### config.mk
export PLATFORM = sky130hd
export DESIGN_NAME = mem_access_unit
export DESIGN_NICKNAME = d
export VERILOG_FILES = /design/src/rtl/mem_access_unit.sv
export SDC_FILE = /design/constraint.sdc
export NUM_CORES = 1
export LEC_CHECK = 0
export BUFFER_PORTS_ARGS = -buffer_cell sky130_fd_sc_hd__buf_4
export CAP_MARGIN = 15
export CORE_ASPECT_RATIO = 1.25
export CORE_MARGIN = 2
export CORE_UTILIZATION = 46
export CTS_CLUSTER_SIZE = 20
export DETAILED_ROUTE_END_ITERATION = 10
export PLACE_DENSITY = 0.71
export SYNTH_ARGS = -nofsm -noshare
export SYNTH_HDL_FRONTEND = slang
export SYNTH_SLANG_ARGS = --single-unit
export TNS_END_PERCENT = 10
### constraint.sdc
create_clock -name clock -period 3.73 [get_ports clock]
set_input_delay 0.1865 -clock clock [delete_from_list [all_inputs] [get_ports clock]]
set_output_delay 0.1865 -clock clock [all_outputs]
set_load 0.05 [all_outputs]
### src/rtl/mem_access_unit.sv
`default_nettype none
// ============================================================================
// Module   : mem_access_unit
// Purpose  : CPU-side initiator for the 8-bit data port of the on-chip
//            dual-port memory. Takes byte / 16-bit word load and store
//            requests over a valid/ready handshake, splits them into byte
//            accesses (little-endian, second byte at addr+1 with 16-bit
//            wrap), and returns load data plus a one-cycle completion pulse.
// Ports    : clock, reset         - clock, synchronous active-high reset
//            req_valid/req_ready  - request handshake (ready only in IDLE)
//            req_write, req_size  - store/load, byte/word
//            req_signed           - sign-extend byte loads
//            req_addr, req_wdata  - byte address, store data
//            resp_valid           - completion pulse (loads and stores)
//            resp_rdata           - last load result, held between loads
//            mem_addr, mem_wdata,
//            mem_write, mem_rdata - memory data port (outputs registered)
// Revision : 1.0 - initial release
// ============================================================================
module mem_access_unit (
    input  logic        clock,
    input  logic        reset,
    input  logic        req_valid,
    output logic        req_ready,
    input  logic        req_write,
    input  logic        req_size,
    input  logic        req_signed,
    input  logic [15:0] req_addr,
    input  logic [15:0] req_wdata,
    output logic        resp_valid,
    output logic [15:0] resp_rdata,
    output logic [15:0] mem_addr,
    output logic [7:0]  mem_wdata,
    output logic        mem_write,
    input  logic [7:0]  mem_rdata
);

    localparam logic [2:0] c_st_idle      = 3'd0;
    localparam logic [2:0] c_st_rd_addr   = 3'd1;
    localparam logic [2:0] c_st_rd_data   = 3'd2;
    localparam logic [2:0] c_st_wr_setup  = 3'd3;
    localparam logic [2:0] c_st_wr_strobe = 3'd4;
    localparam logic [2:0] c_st_wr_commit = 3'd5;

    logic [2:0]  r_state;
    logic        r_idx;
    logic        r_size;
    logic        r_signed;
    logic [15:0] r_wdata;
    logic [7:0]  r_rdata_lo;
    logic [15:0] r_mem_addr;
    logic [7:0]  r_mem_wdata;
    logic        r_mem_write;
    logic        r_resp_valid;
    logic [15:0] r_resp_rdata;

    logic        w_accept;
    logic        w_second_byte;
    logic [15:0] w_addr_inc;
    logic [7:0]  w_ext;

    assign req_ready     = (r_state == c_st_idle);
    assign w_accept      = req_valid && req_ready;
    // A word needs a second pass only after its low byte (idx 0).
    assign w_second_byte = r_size && !r_idx;
    // 16-bit add wraps 0xFFFF -> 0x0000 naturally.
    assign w_addr_inc    = r_mem_addr + 16'd1;
    assign w_ext         = (r_signed && mem_rdata[7]) ? 8'hFF : 8'h00;

    always_ff @(posedge clock) begin
        if (reset) begin
            r_state      <= c_st_idle;
            r_idx        <= 1'b0;
            r_size       <= 1'b0;
            r_signed     <= 1'b0;
            r_wdata      <= 16'h0000;
            r_rdata_lo   <= 8'h00;
            r_mem_addr   <= 16'h0000;
            r_mem_wdata  <= 8'h00;
            r_mem_write  <= 1'b0;
            r_resp_valid <= 1'b0;
            r_resp_rdata <= 16'h0000;
        end else begin
            // Strobe and completion are single-cycle unless a state re-asserts them.
            r_mem_write  <= 1'b0;
            r_resp_valid <= 1'b0;

            case (r_state)
                c_st_idle: begin
                    if (w_accept) begin
                        r_mem_addr <= req_addr;
                        r_idx      <= 1'b0;
                        r_size     <= req_size;
                        r_signed   <= req_signed;
                        r_wdata    <= req_wdata;
                        r_state    <= req_write ? c_st_wr_setup : c_st_rd_addr;
                    end
                end

                c_st_rd_addr: begin
                    // Address has been on the port one cycle; data arrives next.
                    r_state <= c_st_rd_data;
                end

                c_st_rd_data: begin
                    if (w_second_byte) begin
                        r_rdata_lo <= mem_rdata;
                        r_idx      <= 1'b1;
                        r_mem_addr <= w_addr_inc;
                        r_state    <= c_st_rd_addr;
                    end else begin
                        r_resp_valid <= 1'b1;
                        r_resp_rdata <= r_size ? {mem_rdata, r_rdata_lo}
                                               : {w_ext, mem_rdata};
                        r_state      <= c_st_idle;
                    end
                end

                c_st_wr_setup: begin
                    r_mem_wdata <= r_idx ? r_wdata[15:8] : r_wdata[7:0];
                    r_mem_write <= 1'b1;
                    r_state     <= c_st_wr_strobe;
                end

                c_st_wr_strobe: begin
                    // mem_write falls via the default; address stays put for COMMIT.
                    r_state <= c_st_wr_commit;
                end

                c_st_wr_commit: begin
                    if (w_second_byte) begin
                        r_idx      <= 1'b1;
                        r_mem_addr <= w_addr_inc;
                        r_state    <= c_st_wr_setup;
                    end else begin
                        r_resp_valid <= 1'b1;
                        r_state      <= c_st_idle;
                    end
                end

                default: begin
                    r_state <= c_st_idle;
                end
            endcase
        end
    end

    assign mem_addr   = r_mem_addr;
    assign mem_wdata  = r_mem_wdata;
    assign mem_write  = r_mem_write;
    assign resp_valid = r_resp_valid;
    assign resp_rdata = r_resp_rdata;

endmodule
`default_nettype wire

; ---- Word-level counts from Yosys, hierarchy flattened
; Cells that the tools add are included.
[classes]
n_addsub = 1
n_eq_ne = 7
n_mux = 16
bitwise = 2
n_reduce_logical = 12
[op_table]
columns = op, count
row1 = $mux W16, 3
row2 = $pmux W16 S2, 1
row3 = $pmux W3 S6, 1
row4 = $add A16 B1 Y16 const B, 1
row5 = $mux W8, 2
row6 = $eq A3 B2 Y1 const B, 2
row7 = $eq A3 B3 Y1 const B, 2
row8 = $reduce_and A2 Y1, 3
row9 = $mux W1, 5
row10 = $mux W2, 2
row11 = $ne A2 B1 Y1 const B, 2
row12 = $reduce_or A2 Y1, 2
row13 = $eq A3 B1 Y1 const B, 1
row14 = $logic_and A1 B1 Y1, 3
row15 = $logic_not A3 Y1, 1
row16 = $mux W3, 1
row17 = $reduce_and A3 Y1, 1
row18 = $not A1 Y1, 2
row19 = $pmux W1 S2, 1
row20 = $reduce_bool A2 Y1, 1
row21 = $logic_not A1 Y1, 1
[word_totals]
register_bits = 72
in_bits = 46

; ---- Depth between registers and ports, before layout
[depth]
depth_word = 4
mapped_depth = 6
depth_no_buf = 5

; ---- Worst setup path after synthesis
; OpenSTA, ideal clock, no wires.
[synth_timing]
path_type = register to register
start = register r_mem_addr[5] (netlist: mem_addr[5])
end = register r_mem_addr[15] (netlist: mem_addr[15])
setup_ns = 0.122
t_arrival_ns = 1.959
slack_ns = 1.649
stages_incl_launch_ff = 6
n_path_buf = 1
period_less_slack_ns = 2.081
path_cell_list = dfxtp_1 > and3_1 > clkbuf_1 > nand3_1 > or4_1 > o311a_1
[synth_between]
elab_chain_len = 3
[synth_rtl]
columns = item, line_no
row1 = start: declaration, 51  ; logic [15:0] r_mem_addr;
row2 = start signal: assignment, 91  ; r_mem_addr <= req_addr;
row3 = start signal: assignment, 109  ; r_mem_addr <= w_addr_inc;
row4 = start signal: assignment, 133  ; r_mem_addr <= w_addr_inc;
row5 = $add A16 B1 Y16, 67  ; assign w_addr_inc = r_mem_addr + 16'd1;
row6 = $mux W16, "106, 131"
row7 = $pmux W16 S2, 88  ; case (r_state)
; No other way between the ends. The select of a mux whose other input is x is not followed.
; A chain may end at the register's enable or synchronous reset.

; ---- Worst setup path in the final report
[layout_timing]
start = register r_state[1]
end = register r_resp_rdata[15] (netlist: resp_rdata[15])
[layout_between]
elab_chain_len = 2
[layout_rtl]
columns = item, line_no
row1 = start: declaration, 45  ; logic [2:0] r_state;
row2 = start signal: assignment, 72  ; r_state <= c_st_idle;
row3 = start signal: assignment, 96  ; r_state <= req_write ? c_st_wr_setup : c_st_rd_addr;
row4 = start signal: assignment, 102  ; r_state <= c_st_rd_data;
row5 = $eq A3 B2 Y1, 88
row6 = $reduce_and A2 Y1 (no source line), n/a
row7 = end signal: assignment, 113  ; r_resp_rdata <= r_size ? {mem_rdata, r_rdata_lo}
row8 = end: declaration, 55  ; logic [15:0] r_resp_rdata;
; No other way between the ends.

==> results.sh <==
export IMPL_crit_family="simple AND/OR/NAND/NOR gates"
export IMPL_ios=89
export IMPL_final_max_slew_viol_count=0
export IMPL_hpwl_um=5770
export IMPL_dr_pass1_iters=4
export IMPL_clock_sinks=72
export IMPL_synthToLayoutAreaGrowth_pct=25.7
export IMPL_die_area_um2=7930
export IMPL_p_per_area_nw_per_um2=459
export IMPL_clk_insertion_delay_late_ns=0.34
export IMPL_slowest_delay_ns=0.75
export IMPL_grt_pass1_wl_um=13600
export IMPL_finClkSkew_ns=0.00653
export IMPL_endpoint_kind="register"
export IMPL_hold_path_class="primary input to register"
export IMPL_leakagePower_nw=1.61
export IMPL_synth_ff_latch_count=72
export IMPL_vias=3174
export IMPL_coreArea_um2=6980
export IMPL_h_tree_depth=3
export IMPL_ys_flop_type="dfxtp_1"
export IMPL_postSynthCellCount=401
export IMPL_synth_edff_count=0
export IMPL_ir_worst_vdd_v=0.000280
export IMPL_crit_type="register to register"
export IMPL_wl_um=8390
export IMPL_viasPerCell=5.58
export IMPL_ys_types=50
export IMPL_start_kind="register"
export IMPL_antenna_found_initial=0
export IMPL_max_freq_mhz=431
export IMPL_max_cap_violations=0
export IMPL_cp_data_required_time_ns=4.00
export IMPL_grt_max_degree=67
export IMPL_drive_above_1_share_pct=23.8
export IMPL_cts_hold_buf=0
export IMPL_cts_tree="built"
export IMPL_cts_made_buffers=9
export IMPL_io_buffers=88
export IMPL_die_h_um=99.1
export IMPL_initial_core_util_pct=47.7
export IMPL_postSynth_asyncResetShare_pct=0
export IMPL_ant_nets=0
export IMPL_cts_resized=0
export IMPL_period_minus_slack_ns=2.32
export IMPL_cts_max_path_buffers=2
export IMPL_worst_path_max_delay_cell="nor2_2"
export IMPL_avgRoutedWirePerCell_um=14.7
export IMPL_setup_viol=0
export IMPL_rows=34
export IMPL_diodes=0
export IMPL_critPathMaxFanout=24
export IMPL_grt_pass1_vias=2852
export IMPL_synth_avg_cell_area_um2=8.30
export IMPL_status="complete, no violations"
export IMPL_cts_clk_slew_worst_paths_ns=0.08
export IMPL_synth_nets=448
export IMPL_layout_common_cells="90 x buf_4, 75 x nand2_1, 72 x dfxtp_1"
export IMPL_hold_viol=0
export IMPL_layout_commonest_cell="buf_4"
export IMPL_root_buffer="clkbuf_8"
export IMPL_drc_errors=0
export IMPL_r2r_cells=4
export IMPL_dp_cells=553
export IMPL_min_period_over_period_pct=62.3
export IMPL_nets=521
export IMPL_stdcell_count=569
export IMPL_post_cts_setup_buffers=0
export IMPL_rsz0062_at_grt="no"
export IMPL_die_w_um=80.1
export IMPL_arrival_ns=2.59
export IMPL_timing_setup_tns_ns=0
export IMPL_ys_seq_area_share_pct=43.3
export IMPL_relSlewSlack_pct=31.1
export IMPL_cp_num_cells=4
export IMPL_finalWeightedCongestion=0.861
export IMPL_crit_chain="or3b_1 > nor2_2 > o211ai_1 > a21oi_1"
export IMPL_overflow=0
export IMPL_ys_warn_count=0
export IMPL_whs_path_depth=3
export IMPL_drt_initial_drc_count=118
export IMPL_grt_usage_pct=21.4
export IMPL_synth_area_um2=3330
export IMPL_cp_buffers_inverters=0
export IMPL_worst_pin_slew_ns=1.03
-- routing by layer --
metal,part of all wire [%],vias up,global-route usage [%]
met5,0,-,0
met4,1.6,0,7.56
met3,5.6,12,4.76
met2,49,101,34.8
met1,44,1474,27.7
li1,-,1587,-
-- cell type report --
| class | instances | area (um2) |
|---|---|---|
| multi-input combinational | 288 | 1710 |
| fill | 680 | 2800 |
| sequential | 72 | 1440 |
| clock inverter | 6 | 70.1 |
| clock buffer | 10 | 128 |
| inverter | 13 | 48.8 |
| timing repair buffer | 90 | 676 |
| tap | 90 | 113 |
-- registers in the layout (all words and copies together), names as in the netlist --
register and flops:
mem_wdata 8, r_signed 1, r_rdata_lo 8, r_idx 1, r_state 3, r_wdata 16, resp_valid 1, resp_rdata 16
mem_write 1, r_size 1, mem_addr 16
-- through the flow --
step                      hold WS (ns)  utilization [%]  total power, mW  cell area [um2]  setup WS, ns
after CTS                       0.0749             59.9             1.93             4180          1.41
after floorplan                  0.322                -             1.18             3330          1.65
after global placement           0.433             57.1             1.31             3980          1.52
after detailed placement         0.441             57.1             1.32             3980          1.42
after global routing            0.0798             59.9             2.01             4180          1.20
final                           0.0897             59.9             1.92             4180          1.41
-- cells in the mapped netlist, types with 3 or more instances --
cell | instances | area share, %
nor3_1 | 7 | 1.1
o221ai_1 | 6 | 1.6
nand3_1 | 7 | 1.1
o22ai_1 | 3 | 0.56
o21ai_0 | 4 | 0.60
nand2_1 | 75 | 8.5
o32ai_1 | 7 | 1.8
a21oi_1 | 37 | 5.6
a22oi_1 | 3 | 0.68
nor2_1 | 37 | 4.2
nor2b_1 | 4 | 0.75
and3_1 | 11 | 2.1
a211oi_1 | 26 | 5.9
buf_1 | 5 | 0.56
nand4_1 | 3 | 0.56
o21a_1 | 3 | 0.68
inv_1 | 13 | 1.5
dfxtp_1 | 72 | 43
buf_2 | 9 | 1.4
and4_1 | 4 | 1.1
mux2i_1 | 17 | 5.1
a221oi_1 | 3 | 0.79
clkbuf_1 | 11 | 1.2
-- worst register-to-register path, delay by kind of cell (launching register included) --
kind	cells	cell delay (ns)
and+or+nand+nor	2	1.31
DFF	1	0.57
AOI/OAI and AO/OA	2	0.37
-- worst paths after layout --
check	end	slack (ns)	startpoint
worst max-delay path	resp_rdata[15]	1.41	r_state[1]
worst min-delay path	r_wdata[1]	0.09	req_wdata[1]
worst max register to register	resp_rdata[15]	1.41	r_state[1]
worst min register to register	r_rdata_lo[5]	0.46	r_rdata_lo[5]
-- kinds of logic (layout without fill, tap and decap cells) --
| logic type | after synthesis | in the layout | synth area share (%) |
|---|---|---|---|
| mux | 18 | 18 | 5.45 |
| simple gates | 159 | 159 | 22.4 |
| buf+inv | 41 | 119 | 5.42 |
| flops | 72 | 72 | 43.3 |
| compound gates | 110 | 110 | 23.1 |
| fa+ha+maj | 1 | 1 | 0.376 |
-- report_power, final --
part / internal, mW / switching (mW)
Sequential: 0.822 / 0.0498
Combinational: 0.152 / 0.277
Clock: 0.311 / 0.307
Total: 1.29 / 0.634
Note: power is estimated with default switching activity, not from simulation.
